==> src/rtl/ksa_swap_if.sv <==
`default_nettype none
// ============================================================================
// Module   : ksa_swap_if
// Brief    : Start/key/S-RAM bundle between the KSA swap engine and its peers
// Revision : 1.0
// ============================================================================
interface ksa_swap_if #(
    parameter int KEY_LEN = 3
);
    logic                   start;
    logic [8*KEY_LEN-1:0]   secret_key;
    logic [7:0]             address;
    logic [7:0]             data;
    logic                   wren;
    logic [7:0]             q;
    logic                   busy;
    logic                   done;

    // master: upstream control plus the S-RAM read port feeding q
    modport master (
        output start, secret_key, q,
        input  address, data, wren, busy, done
    );

    modport slave (
        input  start, secret_key, q,
        output address, data, wren, busy, done
    );
endinterface
`default_nettype wire

==> src/rtl/ksa_swap.sv <==
`default_nettype none
// ============================================================================
// Module   : ksa_swap
// Brief    : RC4 key-scheduling swap over a 256-byte S-RAM with 1-cycle reads
// Revision : 1.0
// ============================================================================
module ksa_swap #(
    parameter int KEY_LEN = 3
) (
    input  wire logic   clk,
    input  wire logic   rst_n,
    ksa_swap_if.slave   bus
);
    localparam int KIDX_W = (KEY_LEN > 1) ? $clog2(KEY_LEN) : 1;
    localparam logic [KIDX_W-1:0] KIDX_LAST = KIDX_W'(KEY_LEN - 1);

    typedef enum logic [2:0] {
        IDLE    = 3'd0,
        RD_SI   = 3'd1,
        WAIT_SI = 3'd2,
        RD_SJ   = 3'd3,
        WAIT_SJ = 3'd4,
        WR_SI   = 3'd5,
        WR_SJ   = 3'd6,
        DONE    = 3'd7
    } state_t;

    state_t             state_q, state_d;
    logic [7:0]         i_q, i_d;
    logic [7:0]         j_q, j_d;
    logic [KIDX_W-1:0]  kidx_q, kidx_d;
    logic [7:0]         si_q, si_d;
    logic [7:0]         sj_q, sj_d;

    logic [7:0]         w_address;
    logic [7:0]         w_data;
    logic               w_wren;
    logic               w_busy;
    logic               w_done;
    logic [7:0]         w_key_byte [KEY_LEN];

    // Byte 0 is the most significant byte of the key vector
    for (genvar k = 0; k < KEY_LEN; k++) begin : g_key
        assign w_key_byte[k] = bus.secret_key[8*(KEY_LEN-k)-1 -: 8];
    end

    always_ff @(posedge clk or negedge rst_n) begin
        if (!rst_n) begin
            state_q <= IDLE;
            i_q     <= 8'h00;
            j_q     <= 8'h00;
            kidx_q  <= '0;
            si_q    <= 8'h00;
            sj_q    <= 8'h00;
        end else begin
            state_q <= state_d;
            i_q     <= i_d;
            j_q     <= j_d;
            kidx_q  <= kidx_d;
            si_q    <= si_d;
            sj_q    <= sj_d;
        end
    end

    always_comb begin
        state_d   = state_q;
        i_d       = i_q;
        j_d       = j_q;
        kidx_d    = kidx_q;
        si_d      = si_q;
        sj_d      = sj_q;
        w_address = 8'h00;
        w_data    = 8'h00;
        w_wren    = 1'b0;
        w_busy    = 1'b1;
        w_done    = 1'b0;

        case (state_q)
            IDLE, DONE: begin
                w_busy = 1'b0;
                w_done = (state_q == DONE);
                if (bus.start) begin
                    state_d = RD_SI;
                    i_d     = 8'h00;
                    j_d     = 8'h00;
                    kidx_d  = '0;
                end
            end
            RD_SI: begin
                w_address = i_q;
                state_d   = WAIT_SI;
            end
            WAIT_SI: begin
                si_d    = bus.q;
                j_d     = j_q + bus.q + w_key_byte[kidx_q];
                state_d = RD_SJ;
            end
            RD_SJ: begin
                w_address = j_q;
                state_d   = WAIT_SJ;
            end
            WAIT_SJ: begin
                sj_d    = bus.q;
                state_d = WR_SI;
            end
            WR_SI: begin
                w_address = i_q;
                w_data    = sj_q;
                w_wren    = 1'b1;
                state_d   = WR_SJ;
            end
            WR_SJ: begin
                // When i==j this rewrites the original value, so no special case
                w_address = j_q;
                w_data    = si_q;
                w_wren    = 1'b1;
                if (i_q == 8'hFF) begin
                    state_d = DONE;
                end else begin
                    i_d     = i_q + 8'h01;
                    kidx_d  = (kidx_q == KIDX_LAST) ? '0 : kidx_q + 1'b1;
                    state_d = RD_SI;
                end
            end
            default: begin
                w_busy  = 1'b0;
                state_d = IDLE;
            end
        endcase
    end

    assign bus.address = w_address;
    assign bus.data    = w_data;
    assign bus.wren    = w_wren;
    assign bus.busy    = w_busy;
    assign bus.done    = w_done;

endmodule
`default_nettype wire

==> src/flat_wrapper.sv <==
// flat-port wrapper written by rule: the top's interface ports become plain ports
module ksa_swap_flat 
#(
    parameter int KEY_LEN = 3
)
  (clk, rst_n, bus_start, bus_secret_key, bus_q, bus_address, bus_data, bus_wren, bus_busy, bus_done);
  ksa_swap_if #(.KEY_LEN(KEY_LEN)) bus_i ();
  input  wire logic clk;
  input  wire logic rst_n;
  input wire logic [$bits(bus_i.start)-1:0] bus_start;
  input wire logic [$bits(bus_i.secret_key)-1:0] bus_secret_key;
  input wire logic [$bits(bus_i.q)-1:0] bus_q;
  output wire logic [$bits(bus_i.address)-1:0] bus_address;
  output wire logic [$bits(bus_i.data)-1:0] bus_data;
  output wire logic [$bits(bus_i.wren)-1:0] bus_wren;
  output wire logic [$bits(bus_i.busy)-1:0] bus_busy;
  output wire logic [$bits(bus_i.done)-1:0] bus_done;
  assign bus_i.start = bus_start;
  assign bus_i.secret_key = bus_secret_key;
  assign bus_i.q = bus_q;
  assign bus_address = bus_i.address;
  assign bus_data = bus_i.data;
  assign bus_wren = bus_i.wren;
  assign bus_busy = bus_i.busy;
  assign bus_done = bus_i.done;
  ksa_swap #(.KEY_LEN(KEY_LEN)) u_core (.clk(clk), .rst_n(rst_n), .bus(bus_i));
endmodule
==> config.mk <==
export PLATFORM = sky130hd
export DESIGN_NAME = ksa_swap_flat
export DESIGN_NICKNAME = d
export VERILOG_FILES = /design/src/rtl/ksa_swap_if.sv /design/src/rtl/ksa_swap.sv /design/src/flat_wrapper.sv
export SDC_FILE = /design/constraint.sdc
export NUM_CORES = 1
export LEC_CHECK = 0
export ABC_AREA = 1
export CAP_MARGIN = 15
export CORE_MARGIN = 4
export CORE_UTILIZATION = 45
export CTS_BUF_LIST = sky130_fd_sc_hd__clkbuf_16
export CTS_CLUSTER_DIAMETER = 100
export DETAILED_ROUTE_END_ITERATION = 16
export PLACE_DENSITY = 0.81
export SKIP_LAST_GASP = 1
export SYNTH_ARGS = -nofsm -noshare
export SYNTH_HDL_FRONTEND = slang
export SYNTH_SLANG_ARGS = --single-unit
==> constraint.sdc <==
create_clock -name clk -period 2.4 [get_ports clk]
set_clock_uncertainty 0.2 [all_clocks]
set_input_delay 0.48 -clock clk [delete_from_list [all_inputs] [get_ports clk]]
set_output_delay 0.48 -clock clk [all_outputs]
set_load 0.02 [all_outputs]
Word level (Yosys, flattened, before mapping)
Index checks and enable logic that the tools add are counted.
Storage, ports and cells
  output and inout port bits: 19
  flip-flop bits (word level): 37
  bits of input ports: 35
  logic and storage cells: 51
Cells by class
  bitwise logic cells: 1
  muxes and demuxes: 19
  equality and inequality tests: 11
  reduce and logical (&&, ||, !) cells: 9
  magnitude comparators: 1
  $add $sub $neg: 4
Operator list (count)
  8-bit one-hot mux with 2 select lines: 4
  8-bit two-way mux: 4
  3-bit one-hot mux with 7 select lines: 1
  8-bit adder: 2
  8-bit binary-select mux with 2-bit select: 1
  3-bit equality test, second input constant: 4
  8-bit by 1-bit adder with 8-bit output, second input constant: 1
  8-bit equality test, second input constant: 1
  2-bit OR reduction: 4
  3-bit by 2-bit equality test with 1-bit output, second input constant: 2
  2-bit two-way mux: 3
  3-bit two-way mux: 2
  2-bit != test, second input constant: 2
  2-bit one-hot mux with 2 select lines: 1
  2-bit nonzero test: 2
  3-bit by 1-bit equality test with 1-bit output, second input constant: 1
  3-bit greater-or-equal comparator, second input constant: 1
  3-bit zero test: 1
  1-bit two-way mux: 3
  2-bit NOT with 3-bit output: 1
  3-bit AND reduction: 1
  2-bit by 1-bit adder with 2-bit output, second input constant: 1
  2-bit equality test, second input constant: 1
  2-bit AND reduction: 1

Logic depth before layout (Yosys ltp)
Gate-level depths: netlist (run 1).
  depth after elaboration: 6
  mapped depth: 15
  gate-level depth less buffers: 15

Least setup slack after synthesis (run 1)
OpenSTA, ideal clock, no wires.
  kind: reg-to-reg
  start: reg u_core.kidx_q[0]
  end: reg u_core.j_q[7]
  arrival: 2.280 ns
  setup time: 0.117 ns
  period minus slack after synthesis: 2.597 ns
  buffers on the path: 0
  cell stages (with the launch flop): 15
  slack: -0.197 ns
  cells stage by stage: dfrtp_1 inv_1 nor2_1 nand2_1 nand3_1 fa_1 ha_1 inv_1 fa_1 nor3_1 nor2_1 inv_1 nand2_1 nand3_1 nand2_1
Between the ends
  cells in the longest elaborated chain, start to end: 6
RTL lines
  start, declared: RTL line ksa_swap.sv:31  | logic [KIDX_W-1:0] kidx_q, kidx_d;
  start signal, assigned: RTL line ksa_swap.sv:59  | kidx_q <= kidx_d;
  2-bit NOT with 3-bit output (implied by the code): RTL line ksa_swap.sv:95  | j_d = j_q + bus.q + w_key_byte[kidx_q];
  8-bit binary-select mux with 2-bit select: RTL line ksa_swap.sv:95
  8-bit two-way mux (implied by the code) (2 in a row): RTL line ksa_swap.sv:95
  8-bit adder: RTL line ksa_swap.sv:95
  8-bit one-hot mux with 2 select lines: RTL line ksa_swap.sv:78  | case (state_q)
  end signal, assigned: RTL line ksa_swap.sv:58  | j_q <= j_d;
  end, declared: RTL line ksa_swap.sv:30  | logic [7:0] j_q, j_d;
No other way between the ends. The select of a mux whose other input is x is not followed.
A chain may end at the register's enable or synchronous reset.

Final worst setup path (run 1)
Same ends and word-level chain as after synthesis.

==> results.json, run 1 <==
{
  "drive_gt1_share_pct": 23.9,
  "cp-start-kind": "register",
  "final_area_um2": 3540,
  "grt_max_degree": 38,
  "htreeDepth": 2,
  "num_vias": 2488,
  "synth_top_area_share_pct": 37.1,
  "via_per_inst": 5.28,
  "clock_sinks": 37,
  "critPathMaxFanout": 4,
  "endpoint_kind": "register",
  "syn_inst": 314,
  "drc": 0,
  "crit_start": "u_core.kidx_q[0]$_DFFE_PN0P_",
  "r2r-start": "u_core.kidx_q[0]$_DFFE_PN0P_",
  "crit_required_ns": 2.37,
  "critical-path-slowest-cell": "fa_1",
  "p_sw_mw": 2.14,
  "core_um2": 5240,
  "hold_class": "reg2reg",
  "internal_power_mw": 2.62,
  "synth_nets": 364,
  "fin_nets": 450,
  "antennaDiodeCount": 0,
  "comb_power_share_pct": 64.5,
  "synth_seq_area_share_pct": 37.1,
  "clkLatencyLatePin_ns": 0.28,
  "worst_slew_pin_slew_ns": 0.490,
  "clkPwrFrac_pct": 13.2,
  "grt_pass1_vias": 2517,
  "fill_cells": 406,
  "violations": "setup timing",
  "dieArea_um2": 6790,
  "place_congestion": 0.848,
  "cts-root-buf": "clkbuf_16",
  "avgRoutedWirePerCell_um": 14.4,
  "initial_core_util_pct": 47.6,
  "power.share.switching_pct": 45.0,
  "reg2reg_slack_ns": -0.24,
  "synth.largest_area_cell": "dfrtp_1",
  "grt_setup_unrepaired": "true",
  "layout_common_cells": "nand2_1 (86), inv_1 (35), dfrtp_1 (35), clkdlybuf4s50_1 (34), buf_4 (32)",
  "dp_hpwl_mm": 5.22,
  "dr.pass1.iters": 4,
  "synth_edf_count": 0,
  "syn_to_final_growth_pct": 41.9,
  "slew_violations": 0,
  "cts_tree": "yes",
  "finalHoldViolCount": 0,
  "ir_drop_mv": 0.870,
  "core.rowCount": 26,
  "finalCritPeriodShare_pct": 110,
  "drv_cap": 0,
  "synthArstFlopShare_pct": 100,
  "ctsLongestPathBuffers": 2,
  "crit_chain": "inv_2 > nor2_2 > buf_6 > nand2_2 > nand3_2 > fa_1 > ha_2 > inv_2 > fa_2 > nor3_2 > nor2_1 > inv_1 > nand2_1 > nand3_1 > nand2_1",
  "worstSetupPathType": "reg2reg",
  "totalWireLength_mm": 6.77,
  "fmax_mhz": 379,
  "synth_area_leaders": "dfrtp_1 (37%), nand2_1 (13%), fa_1 (6.4%)",
  "die_x_um": 82.4,
  "worstPathArrival_ns": 2.61,
  "synthDistinctLibCells": 33,
  "cts_made_buffers": 5,
  "setup-violations-final": 6,
  "final_common_cell": "nand2_1",
  "tns_ns": -0.847,
  "leakagePower_nw": 1.74,
  "syn_area_per_cell_um2": 7.94,
  "slew_headroom_pct": 67.4,
  "grt_pass1_wl_mm": 11.4,
  "place_area_um2": 3300,
  "cp_slowest_stage_delay_ns": 0.49,
  "grt.total_usage_pct": 22.1,
  "final_antenna_net_count": 0,
  "synth_ff_type": "dfrtp_1",
  "seqPwrFrac_pct": 22.3,
  "period_needed_ns": 2.64,
  "io_buffers": 53,
  "p_per_area_nw_per_um2": 1350,
  "status": "complete, but fails checks",
  "gr-total-overflow": 0,
  "synth_warnings": 0,
  "ctsHoldBuffers": 0,
  "worst_slack_ns": -0.238,
  "ys_ff_latch": 37,
  "path_clk_slew_ns": 0.06,
  "drtIter0Drc": 107,
  "synth_area_um2": 2490,
  "antenna_found_initial": 0,
  "worstHoldStart": "u_core.sj_q[6]$_DFFE_PN0P_",
  "fp.dieH_um": 82.4,
  "io_pins": 54
}
==> cell families (layout without fill, tap and decap cells) <==
kind of cell	after synthesis	count (layout)	synth area share, %
buf+inv	51	138	8.48
fa+ha+maj	15	15	9.94
compound gates	61	61	16.4
simple gates	144	144	25.9
xor+xnor	6	6	2.11
flops	37	37	37.1
==> metal layers <==
layer  vias to the layer above  wire length (µm)  track usage (%)  share of wire (%)
met1                      1170              2800             27.8                 41
met3                        28               338             3.90                5.0
met2                        79              3360             36.8                 50
met5                         -                 0                0                  0
li1                       1211                 -                -                  -
met4                         0               265             9.97                3.9
==> synthesized netlist by cell type (2+ instances only) <==
library cell   n
buf_4          2
o22ai_2        2
inv_1         37
a21oi_1        4
ha_1           7
fa_1           8
o22ai_1       10
nand2_2        3
nand2_4        2
o21ai_2        6
nand4_1        3
nor2_2         2
nand3_1       23
xor2_1         5
nor3_1         4
dfrtp_1       37
nand2_1       88
o21ai_0       27
a32o_1         8
nor2_1        15
inv_2          6
buf_2          4
==> stage by stage <==
step | instances | utilization (%) | hold slack [ns] | power, mW | setup WS (ns)
global placement | 459 | 63.0 | 0.267 | 3.72 | -0.466
CTS | 468 | 66.7 | 0.290 | 4.59 | -0.225
floorplan | 314 | - | -0.0156 | 2.78 | -0.0578
detailed placement | 459 | 63.0 | 0.276 | 3.81 | -0.499
finish | 471 | 67.5 | 0.292 | 4.76 | -0.238
global route | 471 | 67.5 | 0.316 | 5.17 | -0.363
==> path summary, 6_finish.rpt <==
kind | cells past startpoint | to
hold / removal | 2 | u_core.sj_q[6]$_DFFE_PN0P_
max in group asynchronous | 2 | u_core.kidx_q[1]$_DFFE_PN0P_
min in group asynchronous | 2 | u_core.state_q[0]$_DFFE_PN0P_
setup / recovery | 15 | u_core.j_q[7]$_DFFE_PN0P_
setup reg to reg | 15 | u_core.j_q[7]$_DFFE_PN0P_
hold reg to reg | 2 | u_core.sj_q[6]$_DFFE_PN0P_
==> layout make-up <==
cell class / instances / area [µm²] / area share [%]
inverters: 44 / 166 / 4.71
multi-input cells: 226 / 1460 / 41.3
clock buffers: 5 / 125 / 3.54
flip-flops and latches: 37 / 928 / 26.3
clock inverters: 3 / 13.8 / 0.389
repair buffers: 86 / 756 / 21.4
well taps: 70 / 87.6 / 2.48
==> power groups by stage <==
stage,logic (mW),registers (mW),clock network (mW)
2_1_floorplan,1.76,1.02,0
3_3_place_gp,2.68,1.04,0
3_5_place_dp,2.75,1.05,0
4_1_cts,2.90,1.05,0.634
5_1_grt,3.41,1.10,0.664
6_report,3.07,1.06,0.628
==> critical path, delay by kind of cell (launching register included) <==
kind / cells / cell delay [ns]
adder cells (fa/ha/maj): 3 / 1.06
buffers and inverters: 4 / 0.30
flip-flops: 1 / 0.45
AND/OR/NAND/NOR: 8 / 0.51
==> sequential cells by signal, summed over array words and instances, names as in the netlist <==
signal	count
u_core.i_q	8
u_core.j_q	8
u_core.state_q	3
u_core.si_q	8
u_core.sj_q	8
u_core.kidx_q	2
==> timing repair <==
item                       4_1_cts  5_1_grt
gates resized for setup         37       17
pin swaps                        7        3
setup buffers                    2        3
setup endpoints to repair       24       15
Power figures use the tool's default switching activity.
==> run 2: changes to the inputs <==
--- a/config.mk
+++ b/config.mk
@@ -12,7 +12,7 @@
 export CTS_BUF_LIST = sky130_fd_sc_hd__clkbuf_16
 export CTS_CLUSTER_DIAMETER = 100
 export DETAILED_ROUTE_END_ITERATION = 16
-export PLACE_DENSITY = 0.81
+export PLACE_DENSITY = 0.75
 export SKIP_LAST_GASP = 1
 export SYNTH_ARGS = -nofsm -noshare
 export SYNTH_HDL_FRONTEND = slang
==> results.json, run 2 (synthesis gave the netlist of run 1 again) <==
{
  "fp.dieH_um": 82.4,
  "worstSetupPathType": "reg2reg",
  "ctsLongestPathBuffers": 2,
  "final_antenna_net_count": 0,
  "die_x_um": 82.4,
  "grt_use_met3_pct": 3.36,
  "gr-total-overflow": 0,
  "num_vias": 2539,
  "p_per_area_nw_per_um2": 1380,
  "io_buffers": 53,
  "grt_use_met1_pct": 29.9,
  "htreeDepth": 2,
  "worst_slew_pin_slew_ns": 0.479,
  "cp_num_buf_inv": 3,
  "cts_made_buffers": 5,
  "grt.total_usage_pct": 23.8,
  "setup-violations-final": 6,
  "regArea_um2": 928,
  "period_needed_ns": 2.65,
  "dp_hpwl_mm": 5.16,
  "crit_chain": "inv_2 > nor2_4 > nand2_1 > nand3_2 > fa_1 > ha_2 > inv_2 > fa_2 > buf_4 > xor2_1 > o22ai_1",
  "clock_sinks": 37,
  "critical-path-slowest-cell": "fa_1",
  "antenna_found_initial": 0,
  "grt_max_degree": 38,
  "drtIter0Drc": 158,
  "slew_headroom_pct": 68.1,
  "clkLatencyLatePin_ns": 0.28,
  "critPathMaxFanout": 7,
  "cp-start-kind": "register",
  "cts_tree": "yes",
  "cpMostUsedCell": "inv_2",
  "core_um2": 5240,
  "grt_setup_unrepaired": "true",
  "antennaDiodeCount": 0,
  "crit_required_ns": 2.40,
  "core.rowCount": 26,
  "drv_cap": 0,
  "grtUsageMet2_pct": 40.8,
  "cp_slowest_stage_delay_ns": 0.49,
  "layout_common_cells": "nand2_1 (86), buf_4 (40), dfrtp_1 (35), inv_1 (34), clkdlybuf4s50_1 (34)",
  "violations": "setup timing",
  "io_pins": 54,
  "dieArea_um2": 6790,
  "status": "complete, but fails checks",
  "grt_pass1_wl_mm": 12.2,
  "syn_to_final_growth_pct": 44.9,
  "avgRoutedWirePerCell_um": 15.4,
  "drive_gt1_share_pct": 29.8,
  "leakagePower_nw": 1.75,
  "drc": 0,
  "fill_cells": 435,
  "fin_nets": 458,
  "multi_input_area_um2": 1490,
  "place_congestion": 0.840,
  "worst_hold_slack_ns": 0.291,
  "finalHoldViolCount": 0,
  "path_clk_slew_ns": 0.06,
  "worstPathArrival_ns": 2.64,
  "place_area_um2": 3280,
  "initial_core_util_pct": 47.6,
  "ir_drop_mv": 0.778,
  "hold_class": "reg2reg",
  "fmax_mhz": 378,
  "cp_top_family": "adder cells",
  "top_usage_layer": "met2",
  "final_area_um2": 3610,
  "final_common_cell": "nand2_1",
  "reg2reg_slack_ns": -0.25,
  "slew_violations": 0,
  "worst_slack_ns": -0.247,
  "cts-root-buf": "clkbuf_16",
  "via_per_inst": 5.30,
  "endpoint_kind": "register",
  "grt_pass1_vias": 2616,
  "totalWireLength_mm": 7.37,
  "finalCritPeriodShare_pct": 110,
  "dr.pass1.iters": 4
}
[run 2: worst reg2reg max path: cells and delay by family, from the launching register on]
kind	cells	cell delay, ns
compound gates	1	0.15
xor+xnor	1	0.13
fa+ha+maj	3	1.06
buf+inv	3	0.31
flops	1	0.46
simple gates	3	0.24
[run 2: report_power, final]
part / switching, mW / total, mW / internal, mW
logic: 1.78 / 3.18 / 1.40
clock network: 0.270 / 0.756 / 0.487
registers: 0.194 / 1.06 / 0.865
[run 2: per-layer routing]
layer / share of wire, % / routed length [µm] / up-vias
li1: - / - / 1222
met1: 42 / 3120 / 1226
met3: 4.6 / 339 / 12
met2: 51 / 3750 / 79
met5: 0 / 0 / -
met4: 2.2 / 165 / 0
[run 2: layout make-up]
type | count | area share [%]
Multi-Input combinational cell | 226 | 41.4
Sequential cell | 37 | 25.7
Timing Repair Buffer | 94 | 21.3
Inverter | 44 | 4.61
Clock buffer | 5 | 3.47
Tap cell | 70 | 2.43
Clock inverter | 3 | 1.14
[run 2: metrics by stage]
stage | power, mW | setup TNS (ns) | worst slack (ns) | utilization, % | cells
finish | 5.00 | -1.04 | -0.247 | 68.9 | 479
global route | 5.41 | -1.79 | -0.415 | 68.9 | 479
CTS | 4.77 | -0.782 | -0.203 | 68.9 | 475
detailed placement | 3.77 | -2.65 | -0.523 | 62.6 | 456
global placement | 3.66 | -2.28 | -0.475 | 62.6 | 456
floorplan | 2.78 | -0.0892 | -0.0578 | - | 314
[run 2: worst paths after layout]
| check | from | to | cells past startpoint |
|---|---|---|---|
| setup / recovery | u_core.kidx_q[0]$_DFFE_PN0P_ | u_core.j_q[3]$_DFFE_PN0P_ | 11 |
| hold / removal | u_core.sj_q[6]$_DFFE_PN0P_ | u_core.sj_q[6]$_DFFE_PN0P_ | 2 |
| setup reg to reg | u_core.kidx_q[0]$_DFFE_PN0P_ | u_core.j_q[3]$_DFFE_PN0P_ | 11 |
| hold reg to reg | u_core.sj_q[6]$_DFFE_PN0P_ | u_core.sj_q[6]$_DFFE_PN0P_ | 2 |
| max in group asynchronous | rst_n | u_core.kidx_q[1]$_DFFE_PN0P_ | 2 |
| min in group asynchronous | rst_n | u_core.si_q[7]$_DFFE_PN0P_ | 2 |
[run 2: repair_timing]
item | in CTS | in global routing
endpoints found under the setup margin | 24 | 24
hold buffers | 0 | 0
setup buffers | 12 | 5
resized for setup | 49 | 35
pin swaps | 17 | 9
==> run 3: changes to the inputs <==
--- a/config.mk
+++ b/config.mk
@@ -7,7 +7,7 @@
 export LEC_CHECK = 0
 export ABC_AREA = 1
 export CAP_MARGIN = 15
-export CORE_MARGIN = 4
+export CORE_MARGIN = 2
 export CORE_UTILIZATION = 45
 export CTS_BUF_LIST = sky130_fd_sc_hd__clkbuf_16
 export CTS_CLUSTER_DIAMETER = 100
==> results.json, run 3 (synthesis gave the netlist of run 1 again) <==
{
  "status": "complete, but fails checks",
  "violations": "setup timing",
  "cpMostUsedCell": "nand2_1",
  "dr.pass1.iters": 4,
  "drtIter0Drc": 168,
  "fp.dieH_um": 78.4,
  "ctsLongestPathBuffers": 2,
  "antennaDiodeCount": 0,
  "cts_tree": "yes",
  "grt_pass1_wl_mm": 10.9,
  "io_buffers": 53,
  "worstSetupPathType": "in2reg",
  "crit_required_ns": 2.37,
  "io_pins": 54,
  "finalPower_mw": 4.96,
  "final_common_cell": "nand2_1",
  "power.share.switching_pct": 43.6,
  "clkLatencyLatePin_ns": 0.28,
  "cp_slowest_stage_delay_ns": 0.49,
  "grt_pass1_vias": 2346,
  "cp_num_buf_inv": 3,
  "clock_sinks": 37,
  "initial_core_util_pct": 45.8,
  "comb_power_share_pct": 61.5,
  "avgRoutedWirePerCell_um": 14.3,
  "holdPathStages": 2,
  "clkPwrFrac_pct": 17.4,
  "layout_common_cells": "nand2_1 (87), dfrtp_1 (35), inv_1 (34), clkdlybuf4s50_1 (33), buf_4 (28)",
  "grt_setup_unrepaired": "true",
  "die_x_um": 78.4,
  "fin_util_pct": 65.4,
  "drv_cap": 0,
  "num_vias": 2447,
  "slew_violations": 0,
  "p_sw_mw": 2.16,
  "placed_cells": 458,
  "holdPathEnd": "u_core.si_q[7]$_DFFE_PN0P_",
  "syn_to_final_growth_pct": 42.7,
  "core.rowCount": 27,
  "hold_class": "reg2reg",
  "endpoint_kind": "register",
  "period_needed_ns": 2.58,
  "gr-total-overflow": 0,
  "worstPathArrival_ns": 2.55,
  "fin_nets": 446,
  "p_per_area_nw_per_um2": 1400,
  "antenna_found_initial": 0,
  "core_um2": 5440,
  "internal_power_mw": 2.80,
  "ff2ff_path_depth": 14,
  "cp_top_family": "adder cells",
  "totalWireLength_mm": 6.68,
  "r2r-end": "u_core.j_q[7]$_DFFE_PN0P_",
  "cts-root-buf": "clkbuf_16",
  "place_congestion": 0.893,
  "cts_made_buffers": 5,
  "cp-start-kind": "input port",
  "finalCritPeriodShare_pct": 107,
  "dieArea_um2": 6150,
  "finalHoldViolCount": 0,
  "final_antenna_net_count": 0,
  "r2r-start": "u_core.kidx_q[1]$_DFFE_PN0P_",
  "drc": 0,
  "tns_ns": -0.563,
  "drive_gt1_share_pct": 24.7,
  "leakagePower_nw": 1.72,
  "path_clk_slew_ns": 0.06,
  "ir_drop_mv": 0.870,
  "dp_hpwl_mm": 4.96,
  "seqPwrFrac_pct": 21.2,
  "crit_chain": "clkdlybuf4s50_1 > nand2_1 > nand3_2 > fa_1 > ha_2 > inv_2 > fa_2 > nor3_2 > nor2_1 > inv_1 > nand2_1 > nand3_1 > nand2_1",
  "worst_slew_pin_slew_ns": 0.479,
  "fmax_mhz": 388,
  "ctsHoldBuffers": 0,
  "htreeDepth": 2,
  "grt_max_degree": 38,
  "grt.total_usage_pct": 22.4,
  "setup-violations-final": 5,
  "slew_headroom_pct": 68.0,
  "instances_no_fill": 469,
  "worst_slack_ns": -0.180,
  "reg2reg_slack_ns": -0.18,
  "worstHoldStart": "u_core.si_q[7]$_DFFE_PN0P_",
  "critPathMaxFanout": 3,
  "via_per_inst": 5.22,
  "critical-path-slowest-cell": "fa_1",
  "fill_cells": 438
}
run 3: changes by cell type in the layout (fill, tap and decap cells not counted), sizes merged:
cell,change
clkinv,-1
inv,+1
buf,-12
dlygate4sd2,+6
clkdlybuf4s15,+2
clkdlybuf4s50,-1
clkbuf,-7
clkinvlp,-1
bufinv,+1
run 3: cell type report:
class	instances	area, µm²	area share [%]
Clock buffer	5	125	3.52
Clock inverter	3	68.8	1.94
Inverter	44	166	4.68
Multi-Input combinational cell	226	1470	41.4
Sequential cell	37	928	26.1
Tap cell	72	90.1	2.53
Timing Repair Buffer	82	704	19.8
run 3: stage by stage:
stage | cell area [µm²] | setup WS [ns] | hold slack [ns]
6_report | 3560 | -0.180 | 0.291
5_1_grt | 3560 | -0.315 | 0.317
3_5_place_dp | 3280 | -0.503 | 0.277
2_1_floorplan | 2510 | -0.0578 | -0.0156
3_3_place_gp | 3280 | -0.469 | 0.266
4_1_cts | 3530 | -0.164 | 0.292
run 3: how the worst max path moves through the flow:
stage,from,end,slack (ns),depth (start not counted)
floorplan,u_core.kidx_q[0]$_DFFE_PN0P_,u_core.j_q[7]$_DFFE_PN0P_,-0.06,14
global placement,bus_secret_key[17],u_core.j_q[7]$_DFFE_PN0P_,-0.47,13
detailed placement,bus_secret_key[17],u_core.j_q[7]$_DFFE_PN0P_,-0.50,13
CTS,bus_secret_key[9],u_core.j_q[7]$_DFFE_PN0P_,-0.16,13
global route,u_core.kidx_q[0]$_DFFE_PN0P_,u_core.j_q[7]$_DFFE_PN0P_,-0.32,14
finish,bus_secret_key[9],u_core.j_q[7]$_DFFE_PN0P_,-0.18,13
run 3: worst register-to-register path: stages, from the launching register on:
cell and delay (ns):
dfrtp_2 0.42, nor2_2 0.06, buf_6 0.13, nand2_2 0.06, nand3_2 0.08, fa_1 0.49
ha_2 0.19, inv_2 0.05, fa_2 0.37, nor3_2 0.12, nor2_1 0.07, inv_1 0.06
nand2_1 0.06, nand3_1 0.06, nand2_1 0.05
run 3: metal layers:
metal / wire, µm / part of all wire (%) / up-vias / global-route usage [%]
li1: - / - / 1200 / -
met1: 2820 / 42 / 1170 / 28.2
met2: 3460 / 52 / 66 / 40.3
met3: 309 / 4.6 / 11 / 3.91
met4: 101 / 1.5 / 0 / 4.91
met5: 0 / 0 / - / 0
run 3: power by group through the flow:
stage	clock (mW)	sequential [mW]	combinational, mW
6_report	0.862	1.05	3.05
5_1_grt	0.899	1.08	3.38
4_1_cts	0.872	1.05	2.86
3_5_place_dp	0	1.05	2.71
3_3_place_gp	0	1.04	2.64
2_1_floorplan	0	1.02	1.76
run 3: timing repair:
item | 4_1_cts | 5_1_grt
setup endpoints to repair | 24 | 18
cloned | 0 | 0
resized for setup | 40 | 26
pin swaps | 10 | 7
buffers inserted | 3 | 1
